### src/rtl/load_store_unit_if.sv
// Request/response and data-memory bus bundle for load_store_unit.
// slave = the unit itself; master = execute stage plus data memory.
interface load_store_unit_if;
    logic        req_valid;
    logic        req_ready;
    logic        req_write;
    logic        req_byte;
    logic        req_signed;
    logic [15:0] req_addr;
    logic [15:0] req_wdata;
    logic        rsp_valid;
    logic        rsp_ready;
    logic [15:0] rsp_rdata;
    logic        rsp_err;
    logic        MemRead;
    logic        MemWrite;
    logic [15:0] Address;
    logic [15:0] WriteData;
    logic [15:0] ReadData;

    modport master (
        output req_valid, req_write, req_byte, req_signed, req_addr, req_wdata, rsp_ready, ReadData,
        input  req_ready, rsp_valid, rsp_rdata, rsp_err, MemRead, MemWrite, Address, WriteData
    );

    modport slave (
        input  req_valid, req_write, req_byte, req_signed, req_addr, req_wdata, rsp_ready, ReadData,
        output req_ready, rsp_valid, rsp_rdata, rsp_err, MemRead, MemWrite, Address, WriteData
    );
endinterface

### src/rtl/load_store_unit.sv
// Single-request load/store initiator for a 16-bit byte-addressed data memory.
// Optional ALIGN_CHECK_EN: reject halfword accesses at odd addresses.
module load_store_unit #(
    parameter int unsigned ADDR_LIMIT  = 64,
    parameter int unsigned WAIT_STATES = 0
) (
    input logic              clk,
    input logic              reset,
    load_store_unit_if.slave bus
);
    typedef enum logic [1:0] {IDLE, RD, WR, RESP} state_t;

    localparam logic [2:0]  WS    = 3'(WAIT_STATES);
    localparam logic [16:0] LIMIT = 17'(ADDR_LIMIT);

    state_t      state;
    logic [2:0]  cnt;
    logic        wr_q;
    logic        byte_q;
    logic        sgn_q;
    logic [7:0]  wdata_q;
    logic [16:0] addr_end;
    logic        acc_err;

    // 17-bit sum so that 0xFFFF does not wrap into range
    always_comb begin
        addr_end = {1'b0, bus.req_addr} + 17'd1;
        acc_err  = (addr_end >= LIMIT);
`ifdef ALIGN_CHECK_EN
        if (!bus.req_byte && bus.req_addr[0])
            acc_err = 1'b1;
`endif
    end

    always_ff @(posedge clk) begin
        if (!reset) begin
            state         <= IDLE;
            cnt           <= '0;
            wr_q          <= 1'b0;
            byte_q        <= 1'b0;
            sgn_q         <= 1'b0;
            wdata_q       <= '0;
            bus.req_ready <= 1'b1;
            bus.rsp_valid <= 1'b0;
            bus.rsp_rdata <= '0;
            bus.rsp_err   <= 1'b0;
            bus.MemRead   <= 1'b0;
            bus.MemWrite  <= 1'b0;
            bus.Address   <= '0;
            bus.WriteData <= '0;
        end else begin
            case (state)
                IDLE: begin
                    if (bus.req_valid) begin
                        wr_q          <= bus.req_write;
                        byte_q        <= bus.req_byte;
                        sgn_q         <= bus.req_signed;
                        wdata_q       <= bus.req_wdata[7:0];
                        bus.req_ready <= 1'b0;
                        cnt           <= WS;
                        if (acc_err) begin
                            state         <= RESP;
                            bus.rsp_valid <= 1'b1;
                            bus.rsp_err   <= 1'b1;
                            bus.rsp_rdata <= '0;
                        end else if (bus.req_write && !bus.req_byte) begin
                            state         <= WR;
                            bus.MemWrite  <= 1'b1;
                            bus.Address   <= bus.req_addr;
                            bus.WriteData <= bus.req_wdata;
                        end else begin
                            state       <= RD;
                            bus.MemRead <= 1'b1;
                            bus.Address <= bus.req_addr;
                        end
                    end
                end
                RD: begin
                    if (cnt != 3'd0) begin
                        cnt <= cnt - 3'd1;
                    end else begin
                        bus.MemRead <= 1'b0;
                        if (wr_q) begin
                            // byte store: keep the neighbouring byte, replace byte A
                            state         <= WR;
                            cnt           <= WS;
                            bus.MemWrite  <= 1'b1;
                            bus.WriteData <= {bus.ReadData[15:8], wdata_q};
                        end else begin
                            state         <= RESP;
                            bus.rsp_valid <= 1'b1;
                            bus.rsp_err   <= 1'b0;
                            if (!byte_q)
                                bus.rsp_rdata <= bus.ReadData;
                            else if (sgn_q)
                                bus.rsp_rdata <= {{8{bus.ReadData[7]}}, bus.ReadData[7:0]};
                            else
                                bus.rsp_rdata <= {8'h00, bus.ReadData[7:0]};
                        end
                    end
                end
                WR: begin
                    if (cnt != 3'd0) begin
                        cnt <= cnt - 3'd1;
                    end else begin
                        state         <= RESP;
                        bus.MemWrite  <= 1'b0;
                        bus.rsp_valid <= 1'b1;
                        bus.rsp_rdata <= '0;
                        bus.rsp_err   <= 1'b0;
                    end
                end
                RESP: begin
                    if (bus.rsp_ready) begin
                        state         <= IDLE;
                        bus.rsp_valid <= 1'b0;
                        bus.req_ready <= 1'b1;
                    end
                end
                default: state <= IDLE;
            endcase
        end
    end
endmodule

### src/flat_wrapper.sv
// flat-port wrapper written by rule: the top's interface ports become plain ports
module load_store_unit_flat 
#(
    parameter int unsigned ADDR_LIMIT  = 64,
    parameter int unsigned WAIT_STATES = 0
)
  (clk, reset, bus_req_valid, bus_req_write, bus_req_byte, bus_req_signed, bus_req_addr, bus_req_wdata, bus_rsp_ready, bus_ReadData, bus_req_ready, bus_rsp_valid, bus_rsp_rdata, bus_rsp_err, bus_MemRead, bus_MemWrite, bus_Address, bus_WriteData);
  load_store_unit_if bus_i ();
  input logic clk;
  input logic reset;
  input wire logic [$bits(bus_i.req_valid)-1:0] bus_req_valid;
  input wire logic [$bits(bus_i.req_write)-1:0] bus_req_write;
  input wire logic [$bits(bus_i.req_byte)-1:0] bus_req_byte;
  input wire logic [$bits(bus_i.req_signed)-1:0] bus_req_signed;
  input wire logic [$bits(bus_i.req_addr)-1:0] bus_req_addr;
  input wire logic [$bits(bus_i.req_wdata)-1:0] bus_req_wdata;
  input wire logic [$bits(bus_i.rsp_ready)-1:0] bus_rsp_ready;
  input wire logic [$bits(bus_i.ReadData)-1:0] bus_ReadData;
  output wire logic [$bits(bus_i.req_ready)-1:0] bus_req_ready;
  output wire logic [$bits(bus_i.rsp_valid)-1:0] bus_rsp_valid;
  output wire logic [$bits(bus_i.rsp_rdata)-1:0] bus_rsp_rdata;
  output wire logic [$bits(bus_i.rsp_err)-1:0] bus_rsp_err;
  output wire logic [$bits(bus_i.MemRead)-1:0] bus_MemRead;
  output wire logic [$bits(bus_i.MemWrite)-1:0] bus_MemWrite;
  output wire logic [$bits(bus_i.Address)-1:0] bus_Address;
  output wire logic [$bits(bus_i.WriteData)-1:0] bus_WriteData;
  assign bus_i.req_valid = bus_req_valid;
  assign bus_i.req_write = bus_req_write;
  assign bus_i.req_byte = bus_req_byte;
  assign bus_i.req_signed = bus_req_signed;
  assign bus_i.req_addr = bus_req_addr;
  assign bus_i.req_wdata = bus_req_wdata;
  assign bus_i.rsp_ready = bus_rsp_ready;
  assign bus_i.ReadData = bus_ReadData;
  assign bus_req_ready = bus_i.req_ready;
  assign bus_rsp_valid = bus_i.rsp_valid;
  assign bus_rsp_rdata = bus_i.rsp_rdata;
  assign bus_rsp_err = bus_i.rsp_err;
  assign bus_MemRead = bus_i.MemRead;
  assign bus_MemWrite = bus_i.MemWrite;
  assign bus_Address = bus_i.Address;
  assign bus_WriteData = bus_i.WriteData;
  load_store_unit #(.ADDR_LIMIT(ADDR_LIMIT), .WAIT_STATES(WAIT_STATES)) u_core (.clk(clk), .reset(reset), .bus(bus_i));
endmodule
### config.mk
export PLATFORM = sky130hd
export DESIGN_NAME = load_store_unit_flat
export DESIGN_NICKNAME = d
export VERILOG_FILES = /design/src/rtl/load_store_unit_if.sv /design/src/rtl/load_store_unit.sv /design/src/flat_wrapper.sv
export SDC_FILE = /design/constraint.sdc
export NUM_CORES = 1
export LEC_CHECK = 0
export CORE_MARGIN = 2
export CORE_UTILIZATION = 60
export CTS_BUF_LIST = sky130_fd_sc_hd__clkbuf_8
export CTS_CLUSTER_SIZE = 16
export DETAILED_ROUTE_END_ITERATION = 12
export DONT_BUFFER_PORTS = 1
export GPL_TIMING_DRIVEN = 0
export PLACE_DENSITY = 0.76
export SKIP_LAST_GASP = 1
export SYNTH_ARGS = -nofsm -noshare
export SYNTH_HDL_FRONTEND = slang
export SYNTH_SLANG_ARGS = --single-unit
### constraint.sdc
create_clock -name clk -period 3.1 [get_ports clk]
set_input_delay 0.465 -clock clk [delete_from_list [all_inputs] [get_ports clk]]
set_output_delay 0.465 -clock clk [all_outputs]
set_load 0.03 [all_outputs]
==> results by group, run 1 <==
Drt
  • Drt wl/cell: between 15 and 20 um
  • Vias/cell: a little under 6
  • Residual DRC count: 0
  • Vias: approximately 2.4k
  • Final antenna-violating net count: 0
  • Post-Route WL: 6.79 mm
  • Drt initial violations: 100
  • Pre-Repair DR Iteration Count: 4

Pwr
  • Total power: 3.71 mW
  • Sw power: approximately 1.7 mW
  • Pleak: between 1 and 1.5 nW
  • Flop pwr share: 0.420
  • Internal power: between 2 and 2.5 mW
  • Share of total power in the clock network: 0.190
  • Net Sw Frac: 0.447
  • Pwr/cell area: ~1100 nW/um^2
  • Worst IR Drop VDD: around 0.45 mV
  • Logic pwr share: 0.389

GRT
  • Pin count of the biggest net entering global routing: 16
  • Total track usage: 0.238
  • Number of global-route vias before repair: approximately 2.3k
  • Global-route wire length before repair: approximately 11 mm
  • Initial antenna violation count: 0
  • GR Overflow Total: 0

Yosys
  • Cell accounting for the most synthesized area: dfxtp_1
  • Netlist cell types: 53
  • Avg Inst Size Synth: ~10 um^2
  • Area contributors post-synth: dfxtp_1, mux2i_1, nand2_1
  • Syn nets: 387
  • Mapped Area: 3170 um^2
  • YS warnings: 0
  • Synth top area share: 0.436
  • Register area share after synthesis: 0.436
  • Cells after Synth: approximately 330
  • Synthesized flop and latch total: between 60 and 70

Timing
  • Setup TNS: 0 ns
  • Tcrit/Tclk final: 0.736
  • Worst-margin pin slew: approximately 0.76 ns
  • RSZ-0062 raised after global routing: no
  • Fmax: ~440 MHz
  • Clock Skew: 0.0137 ns
  • Slew Limit Fails: 0
  • Tmin final: 2.28 ns
  • Final WS setup: slightly above 0.8 ns
  • Worst rel slew slack: 0.490
  • Setup-failing EPs final: 0
  • Final hold vios: 0

Placement
  • # port buffers: 0
  • Routability Congestion: 0.822
  • Hpwl dp: 4.87 mm
  • Place WS: 0.841 ns

Final layout
  • Antenna diodes: 0
  • Nets: 398
  • Fin util: 0.674
  • Synth-to-layout area growth: 8.74%
  • Fill count: slightly above 400
  • Fraction of layout instances using a drive strength above 1: 0.152

Clock network
  • Worst-path clk slew: about 0.09 ns
  • H-tree levels: 3
  • Post-CTS Resized: 0
  • CTS hold repair buffers: 0
  • Postcts setup bufs: 0
  • Max Root-Sink Buffers: 2
  • CTS tree: done
  • Clock sink count: roughly 70
  • CTS buffer count: 9
  • Root Driver: clkbuf_8
  • Latest clock arrival within the worst-skew pair: around 0.35 ns

Setup path
  • CP Capture Type: flip-flop
  • WP data arrival: between 2 and 3 ns
  • Worst EP required: approximately 3.3 ns
  • CP Class: reg2reg
  • Crit start category: flip-flop
  • Top fanout value on the critical path: 10
  • R2R Setup Slk: just over 0.8 ns

Floorplanning
  • Ports: between 100 and 150
  • Placement Rows: 26
  • Starting density of the core: 0.620
  • Core area: approximately 5100 um^2
  • Chip height: between 70 and 80 um
  • Die area: slightly below 6000 um^2
  • DIE WIDTH: between 70 and 80 um

Flow run
  • Max-cap violation count: 0

Worst hold path
  • Worst hold path class: in2reg

Status
  • Status: finished clean
[logic make-up (layout without fill, tap and decap cells)]
family                     after synthesis  after routing  synth area share
adders and majority gates                6              6            0.0237
muxes                                   39             39             0.123
buffers and inverters                   28             44            0.0628
AOI/OAI and AO/OA                       77             77             0.181
and+or+nand+nor                        107            107             0.173
DFF                                     69             69             0.436
[worst max-delay path: stages, from the launching register on]
cell and delay [ns]:
dfxtp_1 0.39, inv_1 0.08, ha_1 0.19, buf_6 0.13
and2b_1 0.17, nand2b_1 0.17, o31ai_4 0.46, and2_4 0.24
buf_8 0.12, buf_12 0.13, a211oi_2 0.07
[layer usage]
layer  GRT usage  vias to the layer above  part of all wire
met5           0                        -                 0
met4      0.0745                        0            0.0093
li1            -                     1166                 -
met3       0.101                        7              0.11
met2       0.385                      108              0.45
met1       0.286                     1114              0.43
[layout make-up]
class                           count  area, um^2  share of cell area
Tap cell                           70        87.6              0.0254
Multi-Input combinational cell    229        1590               0.461
Clock buffer                        9         124              0.0360
Sequential cell                    69        1380               0.401
Clock inverter                      7        65.1              0.0189
Inverter                            7        26.3             0.00763
Buffer                             21         173              0.0502
[cells in the mapped netlist, drive strengths merged]
master,instances
nor4,2
a21oi,31
nor3b,2
dfxtp,69
nand4,1
buf,11
o221ai,1
a2bb2oi,1
o211a,5
o21ai,15
ha,6
a31oi,1
o2111ai,1
nand2b,6
nand4b,1
mux2i,39
inv,6
or3,1
nor2,13
and2b,3
a221oi,1
o32ai,1
clkbuf,10
nand3,13
a211oi,12
o21a,2
a41o,1
a311oi,1
nor3,1
o211ai,1
clkinv,1
o31ai,2
nand2,48
and2,12
nor2b,1
and3,2
or2,1
o311ai,1
[flip-flops by register name, summed over array words and instances, names as in the netlist]
name and count:
u_core.bus.Address 16, u_core.bus.WriteData 16, u_core.bus.rsp_rdata 16, u_core.wdata_q 8
u_core.cnt 3, u_core.state 2, u_core.bus.MemRead 1, u_core.bus.MemWrite 1
u_core.bus.req_ready 1, u_core.bus.rsp_err 1, u_core.bus.rsp_valid 1, u_core.byte_q 1
u_core.sgn_q 1, u_core.wr_q 1
[power groups by stage]
stage | Combinational (mW) | Sequential, mW | Clock, mW
3_5_place_dp | 1.45 | 1.58 | 0
5_1_grt | 1.59 | 1.58 | 0.761
4_1_cts | 1.45 | 1.56 | 0.719
6_report | 1.44 | 1.56 | 0.707
3_3_place_gp | 1.43 | 1.58 | 0
2_1_floorplan | 1.21 | 1.54 | 0
[placed cells by master (no fill, tap or decap), types with 2 or more instances in the layout]
cell type  instances
and2_1            11
nand2_1           47
o211a_1            5
a21oi_1           27
clkbuf_8          11
o21a_1             2
buf_6              3
nand2b_1           6
dfxtp_1           69
clkinv_4           2
clkbuf_1           8
a21oi_2            4
inv_8              2
nor3b_1            2
mux2i_1           39
and2b_1            2
inv_6              2
nor2_1            13
nand3_1           13
buf_4              3
buf_8              2
a211oi_2          11
inv_1              6
and3_1             2
ha_1               6
o21ai_0           13
[worst paths after layout]
check	from	to	cells after the start
max	u_core.state[1]$_SDFFE_PN0P_	u_core.bus.WriteData[2]$_SDFFE_PN0P_	10
min	bus_req_wdata[3]	u_core.wdata_q[3]$_SDFFE_PN0P_	2
max reg2reg	u_core.state[1]$_SDFFE_PN0P_	u_core.bus.WriteData[2]$_SDFFE_PN0P_	10
min reg2reg	u_core.cnt[0]$_SDFFE_PN0P_	u_core.cnt[0]$_SDFFE_PN0P_	2
[through the flow]
stage	cell area, um^2	cells	hold WS (ns)
finish	3440	412	0.239
global route	3440	412	0.238
CTS	3440	412	0.228
detailed placement	3250	396	0.446
global placement	3250	396	0.441
floorplan	3170	326	0.432
Power figures use the tool's default switching activity.
==> run 2: changes to the inputs <==
==> constraint.sdc (replaced) <==
create_clock -name clk -period 2.1 [get_ports clk]
set_input_delay 0.315 -clock clk [delete_from_list [all_inputs] [get_ports clk]]
set_output_delay 0.315 -clock clk [all_outputs]
set_load 0.03 [all_outputs]
==> run 2 against run 1 <==
  * Clock power increased by 47%
  * Via count increased by 0.46%
  * Sequential cell count unchanged
  * Worst hold slack got worse by 0.14 ns
  * Count of clock-buffer cells in the layout unchanged
  * Clock skew decreased by 0.0011 ns
  * Maximum frequency increased by 13%
  * Final cell count increased by 1.9%
  * Global-route usage increased by 0.30 points
  * Largest cell class unchanged
  * Highest routed layer unchanged
==> results by group, run 2 (same netlist as run 1, synthesis figures left out) <==
Setup path
  • CP Capture Type: flip-flop
  • Worst EP required: 2.36 ns
  • WP data arrival: approximately 2.3 ns
  • Crit start category: flip-flop
  • CP Class: reg2reg
  • Top fanout value on the critical path: 10

Final layout
  • Fin util: 0.691
  • Top Registers: u_core.bus.Address: 16 flops, u_core.bus.WriteData: 16 flops, u_core.bus.rsp_rdata: 16 flops
  • Cell Count, Final, Fillers Out: 420
  • Most common cell after layout, fill and taps aside: dfxtp_1
  • Design Area, Final: ~3500 um^2
  • Fraction of layout instances using a drive strength above 1: 0.186
  • Synth-to-layout area growth: 11.5%
  • Most frequent cells in the layout: dfxtp_1, nand2_1, mux2i_1, a21oi_1
  • Nets: approximately 400
  • Antenna diodes: 0

Placement
  • # port buffers: 0
  • Routability Congestion: roughly 0.8
  • Placed cell count: ~400
  • Place WS: -0.159 ns
  • Area after DPL: between 3000 and 4000 um^2
  • Hpwl dp: between 4 and 5 mm

Drt
  • Wl on met1: roughly 3.0 mm
  • Drt wl/cell: 16.5 um
  • Metal2 WL: 3.18 mm
  • Routed wl met3: about 700 um
  • Top sig layer: met4
  • Post-Route WL: just under 7 mm
  • Final antenna-violating net count: 0
  • Drt initial violations: between 80 and 90
  • Pre-Repair DR Iteration Count: 4
  • Vias/cell: around 5.7
  • Vias: approximately 2.4k
  • Residual DRC count: 0

Timing
  • Fmax: about 500 MHz
  • Final hold slack: between 0.09 and 0.1 ns
  • Slew Limit Fails: 0
  • Setup-failing EPs final: 0
  • Final WS setup: between 0.08 and 0.09 ns
  • Worst rel slew slack: 0.663
  • Tcrit/Tclk final: 0.960
  • Final hold vios: 0
  • Worst-margin pin slew: ~0.5 ns
  • Clock Skew: 0.0126 ns
  • Tmin final: ~2.0 ns
  • Setup TNS: 0 ns

GRT
  • Initial antenna violation count: 0
  • Total track usage: 0.241
  • Pin count of the biggest net entering global routing: 16
  • GR Overflow Total: 0
  • Global-route wire length before repair: around 11 mm
  • Number of global-route vias before repair: 2382

Clock network
  • Max Root-Sink Buffers: 2
  • CTS tree: done
  • Root Driver: clkbuf_8
  • CTS buffer count: 9
  • Latest clock arrival within the worst-skew pair: roughly 0.35 ns
  • H-tree levels: 3
  • Clock sink count: between 60 and 70
  • Worst-path clk slew: 0.09 ns

Floorplanning
  • DIE WIDTH: approximately 77 um
  • Starting density of the core: 0.620
  • Core area: around 5100 um^2
  • Die area: a little under 6000 um^2
  • Ports: between 100 and 150
  • Placement Rows: 26
  • Chip height: 76.6 um

Pwr
  • Total power: 5.72 mW
  • Pwr/cell area: about 1600 nW/um^2
  • Pleak: approximately 1.4 nW
  • Worst IR Drop VDD: ~0.66 mV

Worst hold path
  • Worst hold path class: in2reg

Flow run
  • Max-cap violation count: 0

Status
  • Status: finished clean
[run 2: final cells by class]
cell class	count	area (um^2)
repair buffers	8	63.8
well taps	70	87.6
inverters	7	26.3
plain buffers	21	173
multi-input cells	229	1610
clock inverters	7	65.1
fillers	409	1580
flip-flops and latches	69	1380
clock buffers	9	124
[run 2: power by group]
group / internal (mW) / switching (mW)
Sequential: 1.62 / 0.694
Clock: 0.457 / 0.583
Combinational: 1.13 / 1.24
[run 2: final timing paths]
path / start / cells past startpoint / end / slack [ns]
worst min-delay path: bus_req_wdata[3] / 2 / u_core.wdata_q[3]$_SDFFE_PN0P_ / 0.1
worst max register to register: u_core.state[1]$_SDFFE_PN0P_ / 10 / u_core.bus.WriteData[11]$_SDFFE_PN0P_ / 0.08
worst min register to register: u_core.wdata_q[3]$_SDFFE_PN0P_ / 2 / u_core.wdata_q[3]$_SDFFE_PN0P_ / 0.46
worst max-delay path: u_core.state[1]$_SDFFE_PN0P_ / 10 / u_core.bus.WriteData[11]$_SDFFE_PN0P_ / 0.08
[run 2: per-layer routing]
layer	vias to the layer above	global-route usage
li1	1181	-
met1	1108	0.290
met2	109	0.389
met3	8	0.101
met4	0	0.0782
met5	-	0
[run 2: critical path, cell delays in order (launching register included)]
cell and delay (ns):
dfxtp_2 0.36, inv_1 0.06, ha_1 0.19, buf_6 0.14, and2b_1 0.17, nand2b_1 0.17
o31ai_4 0.26, buf_6 0.17, buf_6 0.15, a21oi_2 0.07, a211oi_2 0.19
[run 2: timing repair]
action                     CTS  global route
resized for setup            3             5
hold buffers                 0             0
setup endpoints to repair   16            27
gates cloned                 0             0
pin swaps                    1             1
setup buffers                4             4
==> run 3: changes to the inputs <==
--- a/config.mk
+++ b/config.mk
@@ -13,6 +13,7 @@
 export DONT_BUFFER_PORTS = 1
 export GPL_TIMING_DRIVEN = 0
 export PLACE_DENSITY = 0.76
+export REMOVE_ABC_BUFFERS = 1
 export SKIP_LAST_GASP = 1
 export SYNTH_ARGS = -nofsm -noshare
 export SYNTH_HDL_FRONTEND = slang
==> run 3 against run 2 <==
  * Clock skew is 0.0041 ns lower
  * Register-to-register slack gained 0.03 ns
  * Maximum frequency rose by 1.4%
  * Critical path type unchanged
  * Critical endpoint is now u_core.bus.MemWrite$_SDFFE_PN0P_
  * Largest cell class unchanged
  * Largest power group unchanged
==> results by group, run 3 (same netlist as run 1, synthesis figures left out) <==
Status
  • Status: finished clean

Placement
  • Place WS: -0.808 ns
  • # port buffers: 0
  • Routability Congestion: 0.834
  • Area after DPL: between 3000 and 4000 um^2
  • Hpwl dp: between 4 and 5 mm

Timing
  • Final hold slack: 0.0888 ns
  • Slew Limit Fails: 0
  • Setup-failing EPs final: 0
  • Tmin final: approximately 2.0 ns
  • Fmax: around 500 MHz
  • Clock Skew: between 0.008 and 0.009 ns
  • Final WS setup: roughly 0.11 ns
  • Tcrit/Tclk final: 0.947
  • Worst-margin pin slew: 1.06 ns
  • Worst rel slew slack: 0.287
  • Final hold vios: 0

Clock network
  • Max Root-Sink Buffers: 2
  • Clock sink count: slightly below 70
  • H-tree levels: 3
  • CTS buffer count: 9
  • Worst-path clk slew: 0.06 ns
  • Root Driver: clkbuf_8
  • CTS hold repair buffers: 0
  • CTS tree: done
  • Latest clock arrival within the worst-skew pair: between 0.3 and 0.4 ns

Final layout
  • Most frequent cells in the layout: dfxtp_1, nand2_1, mux2i_1, a21oi_1
  • Fill count: between 400 and 500
  • Design Area, Final: roughly 3500 um^2
  • Antenna diodes: 0
  • Fraction of layout instances using a drive strength above 1: 0.178
  • Nets: between 300 and 400
  • Fin util: 0.682
  • Synth-to-layout area growth: 9.96%
  • Most common cell after layout, fill and taps aside: dfxtp_1
  • Top Registers: u_core.bus.Address: 16 flops, u_core.bus.WriteData: 16 flops, u_core.bus.rsp_rdata: 16 flops

Pwr
  • Pleak: 1.34 nW
  • Worst IR Drop VDD: ~0.76 mV
  • Pwr/cell area: ~1600 nW/um^2
  • Total power: 5.66 mW

Setup path
  • CP Class: reg2reg
  • Crit start category: flip-flop
  • Worst r2r src: u_core.state[1]$_SDFFE_PN0P_
  • Worst EP required: roughly 2.3 ns
  • Critical Path Start: u_core.state[1]$_SDFFE_PN0P_
  • Top fanout value on the critical path: 9
  • WP data arrival: around 2.2 ns
  • CP Capture Type: flip-flop

Drt
  • Pre-Repair DR Iteration Count: 4
  • Drt wl/cell: 17.1 um
  • Vias/cell: slightly below 6
  • Final antenna-violating net count: 0
  • Post-Route WL: 6.96 mm
  • Vias: 2395
  • Residual DRC count: 0
  • Drt initial violations: between 150 and 200

GRT
  • GR Overflow Total: 0
  • Pin count of the biggest net entering global routing: 41
  • Global-route wire length before repair: ~11 mm
  • Total track usage: 0.241
  • Initial antenna violation count: 0
  • Number of global-route vias before repair: 2379

Floorplanning
  • Chip height: around 77 um
  • Core area: 5110 um^2
  • Placement Rows: 26
  • Die area: roughly 5900 um^2
  • DIE WIDTH: between 70 and 80 um
  • Ports: 108
  • Starting density of the core: 0.620

Worst hold path
  • Worst hold path class: in2reg
  • Hold Crit Start: reset

Flow run
  • Max-cap violation count: 0
[run 3: cell types whose count changed in the layout (fill, tap and decap cells not counted), moves of 2 or more]
cell      change
clkinv_2      +3
inv_8         -2
clkbuf_8      -2
dfxtp_2       -2
clkbuf_1      -8
dfxtp_1       +2
buf_6         -2
ha_1          -2
clkinv_4      -2
inv_6         -2
[run 3: worst paths after layout]
check / end / slack [ns] / depth (start not counted)
setup / recovery: u_core.bus.MemWrite$_SDFFE_PN0P_ / 0.11 / 8
hold / removal: u_core.bus.req_ready$_SDFFE_PN1P_ / 0.09 / 1
setup reg to reg: u_core.bus.MemWrite$_SDFFE_PN0P_ / 0.11 / 8
hold reg to reg: u_core.wdata_q[2]$_SDFFE_PN0P_ / 0.46 / 2
[run 3: stage by stage]
step | cells | setup TNS, ns
finish | 407 | 0
global route | 407 | -0.00581
CTS | 401 | 0
detailed placement | 377 | -24.21
global placement | 375 | -84.27
floorplan | 305 | -44.45
[run 3: worst max-delay path, cell delays in order (launching register included)]
cell and delay (ns):
dfxtp_1 0.38, inv_1 0.11, ha_4 0.20, and2b_1 0.18, nand2b_1 0.18, o31ai_4 0.31, buf_4 0.21, a31oi_1 0.09
a41o_1 0.22
[run 3: where the power goes]
part | internal [mW] | switching, mW | leakage [nW] | total, mW
clock network | 0.531 | 0.470 | 0.0960 | 1.00
logic | 1.08 | 1.26 | 0.684 | 2.34
registers | 1.61 | 0.700 | 0.562 | 2.31
[run 3: layout make-up]
class,instances,area [um^2],area share
Timing Repair Buffer,16,168,0.0482
Multi-Input combinational cell,230,1640,0.471
Inverter,7,26.3,0.00755
Sequential cell,69,1380,0.397
Clock buffer,9,124,0.0356
Tap cell,70,87.6,0.0252
Clock inverter,6,56.3,0.0162
[run 3: timing repair]
item	4_1_cts	5_1_grt
setup endpoints to repair	50	42
gates cloned	0	1
gates resized for setup	3	4
pin swaps	3	2
setup buffers	9	5
[run 3: per-layer routing]
| metal | global-route usage | routed length [um] |
|---|---|---|
| met1 | 0.291 | 2910 |
| met2 | 0.394 | 3280 |
| met3 | 0.0818 | 663 |
| met4 | 0.100 | 108 |
| met5 | 0 | 0 |
